==> src/rtl/hsid_pkg.sv <==
// -----------------------------------------------------------------------------
// hsid_pkg
// Shared types and constants for the HSID datapath blocks.
//   HSID_HSP_LIBRARY_WIDTH : default width of a library reference index
//   hsid_ite_div_state_t   : iterative divider FSM states
//   hsid_sq_df_acc_state_t : squared-difference accumulator FSM states
// -----------------------------------------------------------------------------
package hsid_pkg;

    localparam int HSID_HSP_LIBRARY_WIDTH = 8;

    typedef enum logic [1:0] {
        HID_IDLE,
        HID_RUN,
        HID_DONE
    } hsid_ite_div_state_t;

    typedef enum logic [1:0] {
        HSA_IDLE,
        HSA_ACC,
        HSA_DRAIN,
        HSA_OUT
    } hsid_sq_df_acc_state_t;

endpackage

==> src/rtl/hsid_sq_df.sv <==
// -----------------------------------------------------------------------------
// hsid_sq_df
// Registered absolute difference of two unsigned samples, followed by a
// combinational square of the registered difference.
//   clk, rst_n : clock, asynchronous active-low reset
//   i_clear    : synchronous flush of the stage valid
//   i_vld      : operand pair present this cycle
//   i_a, i_b   : unsigned operands
//   o_vld      : registered stage valid
//   o_sq       : |a-b|^2 of the registered pair, 2*WORD_WIDTH bits
// -----------------------------------------------------------------------------
module hsid_sq_df #(
    parameter int WORD_WIDTH = 16
) (
    input  logic                    clk,
    input  logic                    rst_n,
    input  logic                    i_clear,
    input  logic                    i_vld,
    input  logic [WORD_WIDTH-1:0]   i_a,
    input  logic [WORD_WIDTH-1:0]   i_b,
    output logic                    o_vld,
    output logic [2*WORD_WIDTH-1:0] o_sq
);

    logic                  r_vld;
    logic [WORD_WIDTH-1:0] r_diff;
    logic [WORD_WIDTH-1:0] w_diff;

    // Subtract larger minus smaller so the result never wraps.
    assign w_diff = (i_a >= i_b) ? (i_a - i_b) : (i_b - i_a);

    always_ff @(posedge clk or negedge rst_n) begin
        if (!rst_n) begin
            r_vld  <= 1'b0;
            r_diff <= '0;
        end else if (i_clear) begin
            r_vld  <= 1'b0;
        end else begin
            r_vld <= i_vld;
            if (i_vld) begin
                r_diff <= w_diff;
            end
        end
    end

    assign o_vld = r_vld;
    assign o_sq  = (2*WORD_WIDTH)'(r_diff) * (2*WORD_WIDTH)'(r_diff);

endmodule

==> src/rtl/hsid_sq_df_acc.sv <==
// -----------------------------------------------------------------------------
// hsid_sq_df_acc
// Streams one (captured, reference) band pair per cycle, accumulates the sum
// of squared band differences and the band count, and offers the result to
// the divider through a valid/ready handshake.
//   clk, rst_n       : clock, asynchronous active-low reset
//   clear            : synchronous flush, highest priority
//   band_valid/ready : band pair handshake; band_last marks the pixel end
//   vctp, vref       : captured and library band samples, unsigned
//   hsp_ref_in       : library index, sampled with the first band only
//   acc_valid/ready  : result handshake
//   acc_value        : saturating sum of squared differences (DK bits)
//   band_count       : bands accepted (K bits, saturating)
//   acc_of           : sticky sum or count overflow
//   hsp_ref_out      : library index of the pixel being reported
// -----------------------------------------------------------------------------
module hsid_sq_df_acc
    import hsid_pkg::*;
#(
    parameter int WORD_WIDTH        = 16,
    parameter int HSP_LIBRARY_WIDTH = HSID_HSP_LIBRARY_WIDTH,
    parameter int K                 = 32
) (
    input  logic                         clk,
    input  logic                         rst_n,
    input  logic                         clear,
    input  logic                         band_valid,
    output logic                         band_ready,
    input  logic                         band_last,
    input  logic [WORD_WIDTH-1:0]        vctp,
    input  logic [WORD_WIDTH-1:0]        vref,
    input  logic [HSP_LIBRARY_WIDTH-1:0] hsp_ref_in,
    output logic                         acc_valid,
    input  logic                         acc_ready,
    output logic [2*K-1:0]               acc_value,
    output logic [K-1:0]                 band_count,
    output logic                         acc_of,
    output logic [HSP_LIBRARY_WIDTH-1:0] hsp_ref_out
);

    localparam int DK = 2*K;

    hsid_sq_df_acc_state_t          r_state;
    logic [DK-1:0]                  r_acc;
    logic [K-1:0]                   r_cnt;
    logic                           r_of;
    logic                           r_acc_valid;
    logic [HSP_LIBRARY_WIDTH-1:0]   r_ref;

    logic                           w_band_acc;
    logic                           w_s1_vld;
    logic [2*WORD_WIDTH-1:0]        w_sq;
    logic [DK:0]                    w_sum;

    // Only decoded output: accept while collecting bands, never during clear.
    assign band_ready = !clear && ((r_state == HSA_IDLE) || (r_state == HSA_ACC));
    assign w_band_acc = band_valid && band_ready;

    hsid_sq_df #(
        .WORD_WIDTH (WORD_WIDTH)
    ) u_sq_df (
        .clk     (clk),
        .rst_n   (rst_n),
        .i_clear (clear),
        .i_vld   (w_band_acc),
        .i_a     (vctp),
        .i_b     (vref),
        .o_vld   (w_s1_vld),
        .o_sq    (w_sq)
    );

    // One extra bit catches the carry out of the DK-bit add.
    assign w_sum = {1'b0, r_acc} + (DK+1)'(w_sq);

    always_ff @(posedge clk or negedge rst_n) begin
        if (!rst_n) begin
            r_state     <= HSA_IDLE;
            r_acc       <= '0;
            r_cnt       <= '0;
            r_of        <= 1'b0;
            r_acc_valid <= 1'b0;
            r_ref       <= '0;
        end else if (clear) begin
            r_state     <= HSA_IDLE;
            r_acc       <= '0;
            r_cnt       <= '0;
            r_of        <= 1'b0;
            r_acc_valid <= 1'b0;
            r_ref       <= '0;
        end else begin
            // Stage 2: only ever valid in ACC or DRAIN, so it never races
            // the zeroing done on the OUT handshake below.
            if (w_s1_vld) begin
                if (w_sum[DK]) begin
                    r_acc <= '1;
                    r_of  <= 1'b1;
                end else begin
                    r_acc <= w_sum[DK-1:0];
                end
                if (&r_cnt) begin
                    r_of <= 1'b1;
                end else begin
                    r_cnt <= r_cnt + K'(1);
                end
            end

            case (r_state)
                HSA_IDLE: begin
                    if (w_band_acc) begin
                        r_ref   <= hsp_ref_in;
                        r_state <= band_last ? HSA_DRAIN : HSA_ACC;
                    end
                end
                HSA_ACC: begin
                    if (w_band_acc && band_last) begin
                        r_state <= HSA_DRAIN;
                    end
                end
                HSA_DRAIN: begin
                    // The last square lands in the accumulator this cycle.
                    r_state     <= HSA_OUT;
                    r_acc_valid <= 1'b1;
                end
                HSA_OUT: begin
                    if (acc_ready) begin
                        r_state     <= HSA_IDLE;
                        r_acc_valid <= 1'b0;
                        r_acc       <= '0;
                        r_cnt       <= '0;
                        r_of        <= 1'b0;
                    end
                end
                default: r_state <= HSA_IDLE;
            endcase
        end
    end

    assign acc_valid   = r_acc_valid;
    assign acc_value   = r_acc;
    assign band_count  = r_cnt;
    assign acc_of      = r_of;
    assign hsp_ref_out = r_ref;

endmodule

==> config.mk <==
export PLATFORM = sky130hd
export DESIGN_NAME = hsid_sq_df_acc
export DESIGN_NICKNAME = d
export VERILOG_FILES = /design/src/rtl/hsid_pkg.sv /design/src/rtl/hsid_sq_df.sv /design/src/rtl/hsid_sq_df_acc.sv
export SDC_FILE = /design/constraint.sdc
export NUM_CORES = 1
export LEC_CHECK = 0
export ABC_AREA = 1
export BUFFER_PORTS_ARGS = -buffer_cell sky130_fd_sc_hd__buf_2
export CAP_MARGIN = 40
export CORE_MARGIN = 1
export CORE_UTILIZATION = 45
export DETAILED_ROUTE_END_ITERATION = 7
export PLACE_DENSITY_LB_ADDON = 0.05
export RECOVER_POWER = 50
export SLEW_MARGIN = 20
export SYNTH_ARGS = -nofsm -noshare
export SYNTH_HDL_FRONTEND = slang
export SYNTH_HIERARCHICAL = 1
export SYNTH_SLANG_ARGS = --single-unit
==> constraint.sdc <==
create_clock -name clk -period 18.35 [get_ports clk]
set_input_delay 0.9175 -clock clk [delete_from_list [all_inputs] [get_ports clk]]
set_output_delay 0.9175 -clock clk [all_outputs]
set_load 0.05 [all_outputs]
# Word-level counts from Yosys, hierarchy flattened
# Cells that the tools add are included.
# W data, S select, Z words.
# word_totals
reg_bits,125
output_inout_bits,107
# classes
addsub,4
multipliers,1
n_lt_le_gt_ge,1
eq_ne,6
n_mux,30
bitwise_logic,1
reduce_logical,14
# op_table
cell,n
$mux W64,5
$mux W32,5
$add A64 B32 Y65,1
$add A32 B1 Y32 const B,1
$mul A16 B16 Y32,1
$reduce_and A32 Y1,1
$sub A16 B16 Y16,2
$mux W8,3
$ge A16 B16 Y1,1
$mux W16,1
$mux W2,5
$mux W1,9
$pmux W2 S4,1
$ne A3 B2 Y1 const B,2
$reduce_and A2 Y1,3
$eq A2 B2 Y1 const B,2
$reduce_bool A2 Y1,2
$logic_and A1 B1 Y1,3
$ne A3 B3 Y1 const B,1
$reduce_and A3 Y1,1
$reduce_bool A3 Y1,1
$eq A2 B1 Y1 const B,1
$logic_not A2 Y1,1
$pmux W1 S2,1
other kinds (3),3

# Longest topological paths before layout
# Gate-level depths: netlist (run 1).
# depth
depth_word,8
mapped_depth,42
depth_no_buf,40

# Cells and area by module
# The synthesis (run 1) kept the hierarchy.
# by_module_without_submodules
module,n_inst,cells_per_inst,area_each_um2,seq_area_each_um2
hsid_sq_df,1,1500,10466.3,425.4
hsid_sq_df_acc,1,1495,9157.5,2702.6

# Least setup slack after synthesis (run 1)
# No wires, ideal clock.
# synth_path
kind,flip-flop to flip-flop
start,register u_sq_df.r_diff[4]
end,register r_acc[62] (netlist: acc_value[62])
arrival_ps,6738
required_ps,18236
setup_slack_ps,11498
path_stages_with_launch,34
period_less_slack_ps,6852
cell_sequence,dfrtp_1 > clkbuf_1 > clkbuf_1 > nand2_1 > fa_1 > inv_1 > fa_1 > fa_1 > fa_1 > fa_1 > inv_1 > fa_1 > inv_1 > ha_1 > a21oi_1 > a21boi_0 > o21ai_0 > nand2_1 > nand3_1 > xor2_1 > ha_1 > nand2_1 > nor2_1 > inv_1 > nor2_1 > nand2_1 > nor2_1 > nand2_1 > nand3_1 > nand2_1 > nand2_1 > nand3_1 > nand2_1 > inv_1
# synth_between
elab_chain_len,7
# synth_rtl
item,line,rtl
from (decl),hsid_sq_df.sv:26,logic [WORD_WIDTH-1:0] r_diff;
from (signal assigned),hsid_sq_df.sv:41,r_diff <= w_diff;
$mul A16 B16 Y32 (*),hsid_sq_df.sv:47,assign o_sq = (2*WORD_WIDTH)'(r_diff) * (2*WORD_WIDTH)'(r_diff);
net w_sq[25],hsid_sq_df_acc.sv:52,logic [2*WORD_WIDTH-1:0] w_sq;
$add A64 B32 Y65 (*),hsid_sq_df_acc.sv:73,"assign w_sum = {1'b0, r_acc} + (DK+1)'(w_sq);"
$mux W64 (*),hsid_sq_df_acc.sv:94,if (w_sum[DK]) begin
$mux W64 (*),hsid_sq_df_acc.sv:93,if (w_s1_vld) begin
$mux W64,hsid_sq_df_acc.sv:125,if (acc_ready) begin
$mux W64 (*),hsid_sq_df_acc.sv:107,case (r_state)
$mux W64 (*),hsid_sq_df_acc.sv:83,end else if (clear) begin
to (signal assigned),hsid_sq_df_acc.sv:98,r_acc <= w_sum[DK-1:0];
to (decl),hsid_sq_df_acc.sv:44,logic [DK-1:0] r_acc;
# The timed path passes the listed nets; every way through them passes the cells marked *.
# A chain may end at the register's enable or synchronous reset.

# Worst setup path in the final report (run 1)
# layout_path
start,register u_sq_df.r_diff[7]
end,register r_acc[1] (netlist: acc_value[1])
# The elaborated chain is that of the path after synthesis.

==> results of run 1 <==
## how the worst max path moves through the flow
stage	cells past startpoint	endpoint	slack [ns]	start
after floorplan	33	acc_value[62]	11.50	u_sq_df/r_diff[4]
after global placement	32	acc_value[0]	9.97	u_sq_df/r_diff[7]
after detailed placement	32	acc_value[1]	10.10	u_sq_df/r_diff[7]
after CTS	32	acc_value[1]	10.04	u_sq_df/r_diff[7]
after global routing	32	acc_value[1]	9.61	u_sq_df/r_diff[7]
final	32	acc_value[1]	10.05	u_sq_df/r_diff[7]
## kinds of logic (layout without fill, tap and decap cells)
family	after synthesis	after routing
mux	1	1
buf+inv	768	888
other cells	1	1
compound gates	232	232
xor+xnor	91	91
fa+ha+maj	334	334
flops	125	125
simple gates	1443	1443
## state kept, by name, indices dropped and copies added, names as in the netlist
name / flops
band_count: 32
u_sq_df/o_vld: 1
u_sq_df/r_diff: 16
acc_of: 1
hsp_ref_out: 8
acc_value: 64
acc_valid: 1
r_state: 2
## area by class of cell
class | count | area [um2] | area share
multi-input cells | 2102 | 13540 | 0.6337
flip-flops and latches | 125 | 3129 | 0.1465
inverters | 697 | 2616 | 0.1225
repair buffers | 159 | 758.2 | 0.03549
well taps | 585 | 732.0 | 0.03426
clock buffers | 18 | 429.2 | 0.02009
clock inverters | 14 | 160.2 | 0.007496
## tightest hold or removal path: cells and delay by family (launching register included)
kind	cells	cell delay (ns)
compound gates	1	0.04
flops	1	0.35
simple gates	1	0.08
## metal layers
metal / routed length (um) / vias to the layer above / share of wire / GRT usage
li1: - / 9227 / - / -
met1: 28850 / 8692 / 0.49 / 0.4098
met2: 25270 / 542 / 0.43 / 0.4237
met3: 3971 / 50 / 0.067 / 0.03970
met4: 822 / 0 / 0.014 / 0.05897
met5: 0 / - / 0 / 0
## cells in the mapped netlist (all sizes together), types with 10 or more instances
master  instances
xnor2          10
clkbuf         48
nor2          326
xor2           81
nand4          36
fa            166
o21ai          79
a21oi         123
nand3         168
nor3           52
dfrtp         125
nand2         834
inv           696
buf            23
ha            168
## through the flow
stage          hold WS [ns]  utilization  instances  instance area [um2]  setup slack (ns)
2_1_floorplan        0.5027            -       2995                19620             11.50
3_3_place_gp         0.4831       0.4836       3666                20830             9.974
3_5_place_dp         0.4876       0.4843       3667                20860             10.10
4_1_cts              0.4767       0.4979       3699                21450             10.04
5_1_grt              0.5457       0.4960       3700                21360             9.605
6_report             0.5185       0.4960       3700                21360             10.05
==> flow_summary.ini, run 1 <==
[cts]
cts_buffers = 17
htree_levels = 4
clock_sinks = 125
cts_root_buf = clkbuf_16
clock_path_buffers = 2
post_cts_resized = 0
clk_latency_ns = 0.45
tritoncts = yes
cts_setup_buffers = 0
ctsHoldBuffers = 0
clkTransAtPathRegs_ns = 0.07

[critical_path]
r2r_slack_ns = 10.05
max_stage_delay_ns = 0.83
path_delay_family = adder cells
timing.critical_path.mode_cell = inv_1
r2r-end = acc_value[1]
critPathCaptureType = register
r2r-start = u_sq_df/r_diff[7]
cp.arrival_ns = 8.63
cp_slowest_cell = dfrtp_1
crit_required_ns = 18.68
worst-path-buf-inv = 9
crit_type = reg2reg
cp_max_fo = 32
startpoint_type = register
ff2ff_path_depth = 32

[die]
die_w_um = 210.8
initial_core_util = 0.4556
die_y_um = 210.8
dieArea_um2 = 44450
core_area_um2 = 43080
boundaryPins = 153
rows = 76

[yosys]
synth_seq_cells = 125
synth-edff-count = 0
synth_compound_gate_area_share = 0.06427
muxShareOfSynthArea = 0.0005738
synth_top_family_by_area = simple AND/OR/NAND/NOR gates
synth_flop_cell = dfrtp_1
yosys-top-cells-area = fa_1 (17%), dfrtp_1 (16%), nand2_1 (16%)
synth_top_area_frac = 0.1693
synth-simple-area-share = 0.3078
synth_cells = 2995
yosysSeqAreaShare = 0.1594
async_flop_share = 1.000
syn_nets = 3375
yosys_warnings = 6
synthAdderAreaFrac = 0.2765
yosys.area_share.xor_xnor = 0.04061
ys_types = 51
netlist.top_cell.by_area = fa_1
synth.avg_cell_area_um2 = 6.552
syn_area_um2 = 19620

[place]
dpl.hpwl_um = 48860
gp_congestion = 0.9830
portBuffers = 152

[routing]
drt_pre_antenna_iters = 5
drt_iter0_drc = 1428
drt_wl_total_um = 58920
route.vias.total = 18510
wl_per_cell_um = 15.92
drt-vias-per-instance = 5.003
ant_nets = 0
drc = 0

[global_routing]
grt_pass1_wl_um = 95990
grt_usage = 0.2761
grt_pass1_vias = 18060
grt_max_degree = 74
overflow = 0
antenna_found_initial = 0

[cells_and_area]
final_common_cell = nand2_1
drive_gt1_frac = 0.06709
nFillCells = 4596
area_delta_synth_final_pct = 8.869
nets = 3482
n_antenna_cell = 0
final_cell_mix = nand2_1 (819), inv_1 (687), nor2_1 (314)

[timing]
maxSlewViolCount = 102
slew_headroom = -1.435
rsz0062_at_grt = no
fin_crit_sh = 0.4524
fin_skew_ns = 0.01317
tns_ns = 0
fmax_mhz = 120.5
tightest_slew_ns = 3.653
setup_violations = 0
fin_crit_ns = 8.302
hold_violations = 0

[hold_path]
min-delay-start = acc_valid
hold_end = acc_valid
worst_hold_path.num_cells = 2
hold_path.class = reg2reg

[run]
max-cap-violations = 2

[outcome]
outcome = finished, violations left
failed_checks = capacitance limit, slew limit
Power of run 1 is left out: the tool's default activity adds up to more than one toggle a clock period on the data nets, which glitch-free logic cannot reach.
==> inputs of run 2 (changes only) <==
ABC_AREA = 0   (was 1)
clock period = 7.85 ns   (was 18.35 ns; I/O delays follow)
==> run 2 against run 1 <==
  * The run still ends with capacitance limit, slew limit left
  * Worst hold slack got worse by 0.33 ns
  * Sequential share of layout area rose by 1.4 points
  * Critical path depth fell by 4
  * Non-clock buffer count rose by 123
  * First-iteration DRC count fell by 47%
  * Cell count fell by 28%
  * Flip-flop and latch count did not move
  * Final area fell by 8.3%
  * Routed wire length fell by 25%
  * Global-route usage fell by 4.1 points
  * Register-to-register slack got worse by 9.8 ns
  * Highest routed layer unchanged
==> flow_summary.ini, run 2 <==
[yosys]
synthAdderAreaFrac = 0.3268
netlist.top_cell.by_area = fa_1
synth-simple-area-share = 0.1642
yosys_warnings = 6
synth_top_area_frac = 0.2002
async_flop_share = 1.000
syn_area_um2 = 16600
synth_flop_cell = dfrtp_1
muxShareOfSynthArea = 0.004371
yosys-top-cells-area = fa_1 (20%), dfrtp_1 (19%), ha_1 (13%)
synth_top_family_by_area = adder cells
synth_seq_cells = 125
synthMostInstantiatedCell = inv_1
synth_commonest_cells = inv_1 (321), nand2_1 (193), ha_1 (168)
syn_nets = 2338
synth-edff-count = 0
synth.avg_cell_area_um2 = 8.480
yosys.area_share.xor_xnor = 0.06172
ys_types = 84
synth_cells = 1958
synth_compound_gate_area_share = 0.1615
yosysSeqAreaShare = 0.1884

[hold_path]
hold_path.class = in2reg
min-delay-start = hsp_ref_in[0]
worst_hold_path.num_cells = 3

[critical_path]
critPathCaptureType = register
max_stage_delay_ns = 0.55
cp_slowest_cell = fa_1
crit_path_start = u_sq_df/r_diff[13]
cp.arrival_ns = 7.92
crit_type = reg2reg
r2r-start = u_sq_df/r_diff[13]
crit_required_ns = 8.21
cp_max_fo = 12
timing.critical_path.mode_cell = fa_1
startpoint_type = register
ff2ff_path_depth = 28

[place]
dpl.hpwl_um = 35160
gp_congestion = 0.8977
numPlacedInstances = 2612
dp_slack_ns = -0.1452
portBuffers = 152

[global_routing]
grt_pass1_wl_um = 71840
antenna_found_initial = 0
grt_max_degree = 63
overflow = 0
grt_pass1_vias = 14180
grt_usage = 0.2355

[routing]
drt_wl_total_um = 44110
ant_nets = 0
drt_pre_antenna_iters = 5
drt_iter0_drc = 762
drc = 0
route.vias.total = 14290
wl_per_cell_um = 16.62
drt-vias-per-instance = 5.384

[timing]
slew_headroom = -1.059
fin_crit_sh = 0.9634
fin_crit_ns = 7.563
tightest_slew_ns = 3.088
hold_violations = 0
fmax_mhz = 132.2
fin_skew_ns = 0.01440
maxSlewViolCount = 108
setup_violations = 0
fin_ws_ns = 0.2870
whs_ns = 0.1875

[cells_and_area]
multiInputGateArea_um2 = 12330
drive_gt1_frac = 0.1678
final-seq-area_um2 = 3143
n_antenna_cell = 0
final_cell_mix = inv_1 (321), nand2_1 (191), fa_1 (164)
instances_no_fill = 2654
final_common_cell = inv_1
nFillCells = 3537
nets = 2560
area_delta_synth_final_pct = 18.00
largest_reg_flops = 64

[die]
die_w_um = 194.1
core_area_um2 = 35910
rows = 69
die_y_um = 194.1
initial_core_util = 0.4623
boundaryPins = 153
dieArea_um2 = 37670

[cts]
clock_path_buffers = 2
htree_levels = 4
clkTransAtPathRegs_ns = 0.06
cts_root_buf = clkbuf_16
cts_buffers = 17
clock_sinks = 125
tritoncts = yes
clk_latency_ns = 0.45

[outcome]
failed_checks = capacitance limit, slew limit
outcome = finished, violations left

[run]
max-cap-violations = 2
[run 2: critical path: cells and delay by family, from the launching register on]
family / cells / cell delay [ns]
flops: 1 / 0.51
simple gates: 6 / 1.00
buf+inv: 7 / 0.78
xor+xnor: 1 / 0.16
compound gates: 6 / 1.40
fa+ha+maj: 8 / 3.60
[run 2: path summary, 6_finish.rpt]
kind	endpoint	slack (ns)
min reg2reg	acc_value[46]	0.51
min in group asynchronous	band_count[0]	0.95
max reg2reg	acc_value[63]	0.29
min	hsp_ref_out[0]	0.19
max	acc_value[63]	0.29
max in group asynchronous	acc_value[19]	2.28
[run 2: area by class of cell]
class,count,share of cell area
Clock buffer,19,0.02261
Sequential cell,125,0.1604
Timing Repair Buffer,282,0.08985
Inverter,321,0.06150
Clock inverter,13,0.006705
Tap cell,461,0.02944
Multi-Input combinational cell,1433,0.6295
[run 2: repair_timing]
| action | in CTS | in global routing |
|---|---|---|
| buffers inserted | 0 | 9 |
| pin swaps | 2 | 38 |
| endpoints found under the setup margin | 61 | 65 |
| gates resized for setup | 11 | 94 |
| cloned | 0 | 1 |
| hold buffers | 0 | 0 |
[run 2: kinds of logic after synthesis]
logic type,Yosys count
simple gates,554
compound gates,420
buf+inv,400
fa+ha+maj,334
flops,125
xor+xnor,117
mux,7
other cells,1
[run 2: per-stage QoR]
| step | setup TNS [ns] | util | instance area [um2] |
|---|---|---|---|
| floorplan | 0 | - | 16610 |
| global placement | 0 | 0.5167 | 18560 |
| detailed placement | -4.559 | 0.5174 | 18580 |
| CTS | 0 | 0.5345 | 19200 |
| global route | -0.1722 | 0.5455 | 19590 |
| finish | 0 | 0.5455 | 19590 |
[run 2: routing by layer]
metal | vias up | GRT usage | routed length (um)
li1 | 6943 | - | -
met1 | 7023 | 0.3223 | 20410
met2 | 288 | 0.3918 | 21260
met3 | 34 | 0.03183 | 1811
met4 | 0 | 0.05996 | 629
met5 | - | 0 | 0
Power of run 2 is left out for the same reason.
==> inputs of run 3 (changes only) <==
CELL_PAD_IN_SITES_DETAIL_PLACEMENT = 0   (was default)
CELL_PAD_IN_SITES_GLOBAL_PLACEMENT = 2   (was default)
CORE_ASPECT_RATIO = 1.1   (was default)
CORE_UTILIZATION = 38   (was 45)
CTS_BUF_LIST = sky130_fd_sc_hd__clkbuf_8   (was default)
==> run 3 against run 2 <==
  * Setup slack got worse by 0.017 ns
  * Maximum frequency fell by 0.23%
  * Flip-flop and latch count did not move
  * Sequential share of layout area fell by 0.27 points
  * Via count barely moved
  * Critical path depth rose by 3
  * Worst hold slack got worse by 0.056 ns
  * Clock skew rose by 0.017 ns
  * First-iteration DRC count fell by 29%
  * Die area rose by 18%
  * Non-clock buffer count rose by 42
  * The run still ends with capacitance limit, slew limit left
==> flow_summary.ini, run 3 (synthesis results as in run 2) <==
[place]
dpl.hpwl_um = 37830
gp_congestion = 0.8512
portBuffers = 152
dp_slack_ns = -0.1577

[cts]
clkTransAtPathRegs_ns = 0.11
clock_sinks = 125
htree_levels = 4
tritoncts = yes
clk_latency_ns = 0.52
cts_root_buf = clkbuf_8
clock_path_buffers = 2
cts_buffers = 17

[routing]
drt_pre_antenna_iters = 5
ant_nets = 0
drt_iter0_drc = 544
drt_wl_total_um = 47510
drc = 0
wl_per_cell_um = 16.95
route.vias.total = 14300
drt-vias-per-instance = 5.102

[timing]
fin_skew_ns = 0.03114
fmax_mhz = 131.9
maxSlewViolCount = 71
hold_violations = 0
tns_ns = 0
tightest_slew_ns = 4.206
setup_violations = 0
fin_ws_ns = 0.2696
whs_ns = 0.1314
fin_crit_sh = 0.9657
fin_crit_ns = 7.580
slew_headroom = -1.804

[critical_path]
crit_end = acc_value[62]
startpoint_type = register
max_stage_delay_ns = 0.59
r2r-start = u_sq_df/r_diff[10]
critPathCaptureType = register
crit_path_start = u_sq_df/r_diff[10]
r2r_slack_ns = 0.27
crit_required_ns = 8.27
crit_type = reg2reg
cp_max_fo = 7
r2r-end = acc_value[62]
cp_slowest_cell = fa_2
cp.arrival_ns = 8.00
ff2ff_path_depth = 31
timing.critical_path.mode_cell = fa_1

[die]
die_y_um = 221.2
core_area_um2 = 42700
boundaryPins = 153
dieArea_um2 = 44530
die_w_um = 201.3
initial_core_util = 0.3888
rows = 79

[hold_path]
hold_path.class = in2reg

[cells_and_area]
final_cell_mix = inv_1 (321), nand2_1 (190), fa_1 (165)
n_antenna_cell = 0
final_core_util = 0.4654
largest_reg_flops = 64
area_delta_synth_final_pct = 19.68
nets = 2603
drive_gt1_frac = 0.1677
final_common_cell = inv_1

[outcome]
failed_checks = capacitance limit, slew limit
outcome = finished, violations left

[global_routing]
overflow = 0
grt_pass1_vias = 14740
grt_usage = 0.2144
antenna_found_initial = 0
grt_pass1_wl_um = 76790
grt_max_degree = 71

[run]
max-cap-violations = 1
[run 3: changes by cell type in the layout (fill, tap and decap cells not counted), moves of 3 or more]
cell       delta
a21oi_1       -3
a21oi_2       +4
buf_2        -37
buf_4        +43
clkbuf_1     +35
clkbuf_16    -18
clkbuf_8     +16
dfrtp_1       +7
dfrtp_2       -7
[run 3: stage by stage]
| step | cell area, um2 | instances |
|---|---|---|
| CTS | 19480 | 2792 |
| detailed placement | 18980 | 2758 |
| global route | 19870 | 2803 |
| floorplan | 16610 | 1958 |
| global placement | 18980 | 2758 |
| finish | 19870 | 2803 |
[run 3: layer usage]
layer | vias to the layer above | track usage | routed length, um
met5 | - | 0 | 0
met4 | 0 | 0.05352 | 802
met3 | 41 | 0.02828 | 1365
met2 | 199 | 0.3725 | 24010
met1 | 7026 | 0.2802 | 21330
li1 | 7036 | - | -
[run 3: repair_timing]
item / CTS / global route
cloned: 0 / 1
hold endpoints to repair: 69 / 0
buffers inserted: 1 / 9
resized for setup: 15 / 88
endpoints found under the setup margin: 63 / 65
pin swaps: 1 / 32
hold buffers: 1 / 0
[run 3: worst min path at each step]
stage	from	end	slack (ns)	depth (start not counted)
2_1_floorplan	rst_n	acc_of	0.1	0
3_5_place_dp	rst_n	acc_value[11]	0.46	1
3_3_place_gp	rst_n	acc_value[11]	0.46	1
5_1_grt	hsp_ref_in[0]	hsp_ref_out[0]	0.12	3
4_1_cts	hsp_ref_in[6]	hsp_ref_out[6]	0.09	3
6_report	hsp_ref_in[6]	hsp_ref_out[6]	0.13	3
[run 3: area by class of cell]
class,count,area (um2)
repair buffers,324,2018
inverters,321,1205
clock inverters,15,175.2
fillers,4451,22830
well taps,567,709.4
clock buffers,17,234.0
flip-flops and latches,125,3134
multi-input cells,1434,12400
[run 3: worst max-delay path: cells and delay by family (launching register included)]
kind            cells  cell delay (ns)
xor+xnor            1             0.15
flops               1             0.40
compound gates     10             1.70
simple gates        5             0.67
fa+ha+maj           8             3.80
buf+inv             7             0.75
Power of run 3 is left out for the same reason.
